--- config.mk ---
export PLATFORM = sky130hd
export DESIGN_NAME = gate_pipe_unit
export DESIGN_NICKNAME = d
export VERILOG_FILES = /design/src/rtl/gate_pipe_unit_pkg.sv /design/src/rtl/gate_pipe_unit_func.sv /design/src/rtl/gate_pipe_unit.sv
export SDC_FILE = /design/constraint.sdc
export NUM_CORES = 1
export LEC_CHECK = 0
export BUFFER_PORTS_ARGS = -buffer_cell sky130_fd_sc_hd__buf_2
export CAP_MARGIN = 5
export CORE_MARGIN = 2
export CORE_UTILIZATION = 39
export CTS_BUF_LIST = sky130_fd_sc_hd__clkbuf_4
export DETAILED_ROUTE_END_ITERATION = 8
export MAX_ROUTING_LAYER = met4
export PLACE_DENSITY_LB_ADDON = 0.25
export RECOVER_POWER = 25
export SLEW_MARGIN = 0
export SYNTH_ARGS = -nofsm -noshare
export SYNTH_HDL_FRONTEND = slang
export SYNTH_HIERARCHICAL = 1
export SYNTH_SLANG_ARGS = --single-unit
--- constraint.sdc ---
create_clock -name clk -period 6.3 [get_ports clk]
set_input_delay 0 -clock clk [delete_from_list [all_inputs] [get_ports clk]]
set_output_delay 0 -clock clk [all_outputs]
set_load 0.02 [all_outputs]
--- src/rtl/gate_pipe_unit_pkg.sv ---
// Shared opcodes, widths and defaults for the gate experiments.
// Imported by gate_func and gate_pipe_unit.
package gate_pipe_unit_pkg;

   localparam int OP_W      = 3;
   localparam int DEF_WIDTH = 8;
   localparam int DEF_DEPTH = 4;
   localparam int DEF_CNT_W = 16;

   localparam logic [OP_W-1:0] OP_NAND = 3'd0;
   localparam logic [OP_W-1:0] OP_AND  = 3'd1;
   localparam logic [OP_W-1:0] OP_NOR  = 3'd2;
   localparam logic [OP_W-1:0] OP_OR   = 3'd3;
   localparam logic [OP_W-1:0] OP_XOR  = 3'd4;
   localparam logic [OP_W-1:0] OP_XNOR = 3'd5;
   localparam logic [OP_W-1:0] OP_NOT  = 3'd6;
   localparam logic [OP_W-1:0] OP_PASS = 3'd7;

endpackage

--- src/rtl/gate_pipe_unit_func.sv ---
// gate_func: combinational bitwise 2-input logic function.
// y is unused by NOT and PASS.
module gate_func
   import gate_pipe_unit_pkg::*;
#(
   parameter int WIDTH = DEF_WIDTH
) (
   input  logic [OP_W-1:0]  op,
   input  logic [WIDTH-1:0] x,
   input  logic [WIDTH-1:0] y,
   output logic [WIDTH-1:0] z
);

   // Opcode select of the bitwise function
   always_comb begin
      z = '0;
      case (op)
         OP_NAND: z = ~(x & y);
         OP_AND:  z = x & y;
         OP_NOR:  z = ~(x | y);
         OP_OR:   z = x | y;
         OP_XOR:  z = x ^ y;
         OP_XNOR: z = ~(x ^ y);
         OP_NOT:  z = ~x;
         OP_PASS: z = x;
         default: z = '0;
      endcase
   end

endmodule

--- src/rtl/gate_pipe_unit.sv ---
// gate_pipe_unit: gate function feeding a DEPTH-entry result FIFO.
// Optional pop counter enabled by GATE_STATS_EN.
module gate_pipe_unit
   import gate_pipe_unit_pkg::*;
#(
   parameter int WIDTH = DEF_WIDTH,
   parameter int DEPTH = DEF_DEPTH,
   parameter int CNT_W = DEF_CNT_W
) (
   input  logic                     clk,
   input  logic                     rst_n,
   input  logic                     in_valid,
   output logic                     in_ready,
   input  logic [OP_W-1:0]          in_op,
   input  logic [WIDTH-1:0]         in_x,
   input  logic [WIDTH-1:0]         in_y,
   output logic                     out_valid,
   input  logic                     out_ready,
   output logic [WIDTH-1:0]         out_z,
   output logic [OP_W-1:0]          out_op,
   output logic [$clog2(DEPTH):0]   level,
   input  logic                     stat_clr,
   output logic [CNT_W-1:0]         stat_count
);

   localparam int PW = $clog2(DEPTH);
   localparam int LW = PW + 1;
   localparam logic [LW-1:0] FULL = LW'(DEPTH);

   logic [WIDTH-1:0] z_mem_q [DEPTH];
   logic [OP_W-1:0]  op_mem_q [DEPTH];
   logic [PW-1:0]    wr_ptr_q, wr_ptr_d;
   logic [PW-1:0]    rd_ptr_q, rd_ptr_d;
   logic [LW-1:0]    level_q, level_d;
   logic [WIDTH-1:0] hold_z_q;
   logic [OP_W-1:0]  hold_op_q;
   logic [WIDTH-1:0] func_z;
   logic             push, pop;

   assign in_ready  = (level_q != FULL);
   assign out_valid = (level_q != '0);
   assign push      = in_valid & in_ready;
   assign pop       = out_valid & out_ready;
   assign level     = level_q;

   // Empty FIFO shows the last popped entry
   assign out_z  = out_valid ? z_mem_q[rd_ptr_q]  : hold_z_q;
   assign out_op = out_valid ? op_mem_q[rd_ptr_q] : hold_op_q;

   gate_func #(.WIDTH(WIDTH)) u_func (
      .op (in_op),
      .x  (in_x),
      .y  (in_y),
      .z  (func_z)
   );

   // Pointer and level next state
   always_comb begin
      wr_ptr_d = wr_ptr_q;
      rd_ptr_d = rd_ptr_q;
      level_d  = level_q;
      if (push) wr_ptr_d = wr_ptr_q + PW'(1);
      if (pop)  rd_ptr_d = rd_ptr_q + PW'(1);
      case ({push, pop})
         2'b10:   level_d = level_q + LW'(1);
         2'b01:   level_d = level_q - LW'(1);
         default: level_d = level_q;
      endcase
   end

   // Pointer and level registers
   always_ff @(posedge clk or negedge rst_n) begin
      if (!rst_n) begin
         wr_ptr_q <= '0;
         rd_ptr_q <= '0;
         level_q  <= '0;
      end else begin
         wr_ptr_q <= wr_ptr_d;
         rd_ptr_q <= rd_ptr_d;
         level_q  <= level_d;
      end
   end

   // FIFO storage and last-popped hold registers
   always_ff @(posedge clk or negedge rst_n) begin
      if (!rst_n) begin
         for (int i = 0; i < DEPTH; i++) begin
            z_mem_q[i]  <= '0;
            op_mem_q[i] <= '0;
         end
         hold_z_q  <= '0;
         hold_op_q <= '0;
      end else begin
         if (push) begin
            z_mem_q[wr_ptr_q]  <= func_z;
            op_mem_q[wr_ptr_q] <= in_op;
         end
         if (pop) begin
            hold_z_q  <= z_mem_q[rd_ptr_q];
            hold_op_q <= op_mem_q[rd_ptr_q];
         end
      end
   end

`ifdef GATE_STATS_EN
   logic [CNT_W-1:0] cnt_q, cnt_d;

   // Saturating pop counter, clear has priority
   always_comb begin
      cnt_d = cnt_q;
      if (stat_clr)
         cnt_d = '0;
      else if (pop && (cnt_q != '1))
         cnt_d = cnt_q + CNT_W'(1);
   end

   // Counter register
   always_ff @(posedge clk or negedge rst_n) begin
      if (!rst_n) cnt_q <= '0;
      else        cnt_q <= cnt_d;
   end

   assign stat_count = cnt_q;
`else
   logic stat_unused;
   assign stat_unused = stat_clr;
   assign stat_count  = '0;
`endif

endmodule
Word level (Yosys, flattened, before mapping):

Index checks and enable logic that the tools add are counted.

* output and inout port bits: 32
* logic and storage cells: 61
* register bits: 62

* reduce and logical (&&, ||, !) cells: 4
* bitwise operators: 11
* equality and inequality tests: 10
* order comparisons: 3
* add/subtract/negate cells: 4
* multiplexer cells: 16

Operator list (count)
* $pmux W8 S8: 1
* $bwmux W32: 1
* $mux W8: 4
* $not A8 Y8: 4
* $bmux W8 S2: 1
* $demux W8 S2: 1
* $bwmux W12: 1
* $eq A3 B3 Y1 const B: 4
* $mux W3: 4
* $and A8 B8 Y8: 1
* $or A8 B8 Y8: 1
* $xor A8 B8 Y8: 1
* $bmux W3 S2: 1
* $demux W3 S2: 1
* $eq A3 B2 Y1 const B: 2
* $ge A3 B3 Y1 const B: 2
* $not A2 Y3: 2
* $pmux W3 S2: 1
* $add A2 B1 Y2 const B: 2
* $add A3 B1 Y3 const B: 1
* $eq A3 B1 Y1 const B: 1
* $logic_not A3 Y1: 1
* $lt A3 B1 Y1 const B: 1
* $ne A3 B3 Y1 const B: 1
* 7 further kinds: 8

Logic depth before layout (Yosys ltp):

* depth in word-level cells: 6
* depth in mapped cells: 9
* depth with buffers taken out: 8

Hierarchy:

Netlist, hierarchy kept.

By module, submodules not included
* gate_pipe_unit: seq. area each 1551.5 sq um, area each 3193.1 sq um, instances 1, cells each 194
* gate_func: seq. area each 0.0 sq um, area each 633.1 sq um, instances 1, cells each 71

Worst setup path before layout:

Ideal clock, no wire load.

* path type: register to register
* start: register level_q[0], in the netlist level[0]
* end: register level_q[2], in the netlist level[2]
* slack: 4.102 ns
* path buffers: 1
* data arrival time: 2.118 ns
* setup time: 0.080 ns
* cell stages (with the launch flop): 10
* cell sequence: dfrtp_1 > or3b_1 > buf_6 > nand2_1 > ha_1 > inv_1 > fa_1 > xor2_1 > nor2_1 > xor2_1

* longest elaborated chain between the ends: 4
* elaborated cells on any way between the ends: 10

RTL lines
* start, declared: line gate_pipe_unit.sv:34 `logic [LW-1:0] level_q, level_d;`
* start signal, assigned: line gate_pipe_unit.sv:80 `level_q <= level_d;`
* $ne A3 B3 Y1 (*): line gate_pipe_unit.sv:40 `assign in_ready = (level_q != FULL);`
* named net in_ready: line gate_pipe_unit.sv:13 `output logic in_ready,`
* $and A1 B1 Y1 (*): line gate_pipe_unit.sv:42 `assign push = in_valid & in_ready;`
* $eq A2 B1 Y1 or $eq A2 B2 Y1 (tied branches): line gate_pipe_unit.sv:64 `case ({push, pop})`
* $pmux W3 S2 or $reduce_bool A2 Y1 (tied branches)

Mark *: on every way through the listed nets, which the timed path passes. The rest lies on a longest branch.
A chain may end at the register's enable or synchronous reset.

==> impl_metrics.tcl <==
set metrics [dict create \
    maxCapViolCount 1 \
    violations "max-capacitance violations, max-slew violations" \
    drive_gt1_share_pct 46.9 \
    reg2reg_from "level[0]" \
    cts_tree "built" \
    ioPinCount 56 \
    worst_pin_slew_ns 3.29 \
    ys_async_sr_fraction_pct 100 \
    drt-initial-drc-count 58 \
    crit_slowest_cell "clkbuf_1" \
    ys_top_cells_by_area "dfrtp_1, mux2_4, mux4_2, mux2_2, ha_1" \
    htreeDepth 3 \
    grt_use_total_pct 13.7 \
    netSwitchingPower_w 0.000740 \
    die_x_um 103 \
    postRouteAntennaNets 0 \
    root_buffer "clkbuf_4" \
    finalMaxSlewViolations 63 \
    viasPerCell 4.65 \
    yosysTopAreaCell "dfrtp_1" \
    cts.sinks 62 \
    met2_length_um 2870 \
    register_area_um2 1550 \
    p_per_area_nw_per_um2 505 \
    routed_wl_um 6520 \
    crit_buf_inv 3 \
    grt_pass1_vias 2010 \
    max_slew_margin_pct -120 \
    synth_cell_type_count 29 \
    vias 2057 \
    syn_area_per_cell_um2 14.4 \
    wl_met3_um 226 \
    grt_pass1_wl_um 10600 \
    syn_area_um2 3830 \
    initial_core_util_pct 39.7 \
    clock_skew_ns 0.0149 \
    wl_per_cell_um 14.7 \
    min_path_type "input pin to flip-flop" \
    rsz0062_at_grt "false" \
    insertion_delay_ns 0.41 \
    p_seq_share_pct 36.4 \
    power_frac_clock_pct 14.6 \
    synth_top_area_share_pct 40.5 \
    tns_ns 0 \
    area_delta_synth_final_pct 8.57 \
    grt.overflow.total 0 \
    synth_most_common_cell "dfrtp_1" \
    clk_pin_slew_ns 0.10 \
    min-delay-start "in_op[2]" \
    routed.top_layer "met4" \
    hpwlAfterDp_um 4460 \
    synth_edf_count 0 \
    fin_crit_ns 3.18 \
    start_kind "input pin" \
    grt_max_degree 63 \
    antenna_found_initial 0 \
    synth_common_cells "dfrtp_1, mux2_4, inv_1" \
    fin_crit_sh_pct 50.5 \
    die_y_um 103 \
    layout.nets 350 \
    min_to "op_mem_q[8]" \
    dr.pass1.iters 4 \
    post_cts_resize_count 0 \
    finalHoldViolations 0 \
    path_cells "dlygate4sd3_1, buf_2, clkbuf_1" \
    synth-seq-cells 62 \
    leakage_nw 2.05 \
    worstPathArrival_ns 2.96 \
    ir_drop_mv 0.150 \
    syn_inst 265 \
    port_buffers 38 \
    dieArea_um2 10600 \
    utilization_pct 43.1 \
    fill_cells 920 \
    critPathMaxStageDelay_ns 2.31 \
    cp-end-kind "async pin" \
    r2r_slack_ns 4.03 \
    setup_viol 0 \
    yosysWarningCount 6 \
    crit_family "buffers and inverters" \
    yosysSeqAreaShare_pct 40.5 \
    clockBufferDepth 2 \
    path_max_fanout 62 \
    gp_congestion 0.732 \
    reg2reg_to "level[2]" \
    required_ns 6.08 \
    cts_made_buffers 9 \
    rows 36 \
    pwr-share-comb_pct 49.1 \
    drc_errors 0 \
    fmax_mhz 314 \
    reg2reg_depth 8 \
    swShare_pct 35.3 \
    num_antenna_cells 0 \
    holdPathStages 2 \
    fp.coreArea_um2 9640 \
    multiInputGateArea_um2 1950 \
    wl_met1_um 3310 \
    path_class "input pin to async pin" \
    p_int_w 0.00136 \
    ys.flop_type "dfrtp_1" \
    status "finished, violations left" \
]
-- registers in the layout, summed over array words and instances, names as in the netlist --
register   cells
level          3
hold_z_q       8
hold_op_q      3
op_mem_q      12
z_mem_q       32
wr_ptr_q       2
rd_ptr_q       2
-- worst register-to-register path: stages (launching register included) --
cell,delay [ns]
dfrtp_1,0.46
or3b_1,0.53
nand2_1,0.19
ha_1,0.20
inv_1,0.06
fa_1,0.37
xor2_1,0.15
nor2_1,0.11
xor2_1,0.14
-- layout by cell type (no fill, tap or decap), types with 2 or more instances in the layout --
| cell | netlist | final |
|---|---|---|
| buf_2 | 4 | 38 |
| inv_1 | 29 | 29 |
| nor2b_1 | 2 | 2 |
| clkinvlp_4 | 0 | 2 |
| clkbuf_4 | 0 | 9 |
| bufinv_16 | 0 | 2 |
| nand2_1 | 4 | 4 |
| xor2_1 | 11 | 11 |
| mux4_2 | 18 | 18 |
| mux2_2 | 27 | 27 |
| xnor2_1 | 4 | 4 |
| dfrtp_1 | 62 | 62 |
| ha_1 | 21 | 21 |
| or3_1 | 2 | 2 |
| mux2_4 | 40 | 40 |
| dlygate4sd3_1 | 0 | 2 |
| o21ai_0 | 2 | 2 |
| clkinv_2 | 0 | 2 |
| nand3_2 | 3 | 3 |
| conb_1 | 1 | 16 |
-- metal layers --
metal	vias up	GRT usage, %
met2	57	18.8
met3	12	2.03
met4	0	5.77
met5	-	-
met1	1022	20.2
li1	966	-
-- final cells by class --
class,count,area share [%]
clock buffer,9,1.63
clock inverter,7,2.14
inverter,30,2.77
multi-input combinational,160,47.0
sequential,62,37.3
tap,133,4.01
timing repair buffer,41,5.15
-- kinds of logic after synthesis --
group | count (synthesis) | synth area share, %
adder cells (fa/ha/maj) | 22 | 7.39
XOR/XNOR | 15 | 3.43
flip-flops | 62 | 40.5
other | 1 | 0.0980
AO/OA/AOI/OAI | 5 | 0.981
AND/OR/NAND/NOR | 16 | 3.11
multiplexers | 86 | 34.5
buffers and inverters | 58 | 9.94
-- worst max-delay path by stage --
| stage | cells after the start | end | slack, ns | from |
|---|---|---|---|---|
| after detailed placement | 8 | level[2] | 4.02 | level[0] |
| after floorplan | 9 | level[2] | 4.10 | level[0] |
| after CTS | 3 | out_z[5] | 3.90 | rd_ptr_q[0] |
| after global placement | 8 | level[2] | 4.06 | level[1] |
| after global routing | 3 | wr_ptr_q[1] | 2.34 | rst_n |
| final | 3 | z_mem_q[15] | 3.12 | rst_n |
-- power groups by stage --
stage	Clock (W)	Sequential (W)	Combinational, W
4_1_cts	0.000315	0.000763	0.00104
3_3_place_gp	0	0.000758	0.00102
2_1_floorplan	0	0.000709	0.000900
5_1_grt	0.000332	0.000793	0.00112
3_5_place_dp	0	0.000767	0.00104
6_report	0.000306	0.000762	0.00103
-- metrics by stage --
stage	instance area (µm²)	hold slack, ns	setup slack [ns]	power, W	instances
5_1_grt	4150	0.132	2.34	0.00225	442
3_3_place_gp	3980	0.214	4.06	0.00178	424
3_5_place_dp	3980	0.217	4.02	0.00181	424
2_1_floorplan	3880	-0.296	4.10	0.00161	280
6_report	4150	0.125	3.12	0.00210	442
4_1_cts	4160	0.134	3.90	0.00212	442
-- what timing repair did --
| item | CTS | global route |
|---|---|---|
| hold buffers | 2 | 0 |
| setup buffers | 0 | 0 |
| endpoints found under the hold margin | 63 | 0 |
Note: power is estimated with default switching activity, not from simulation.
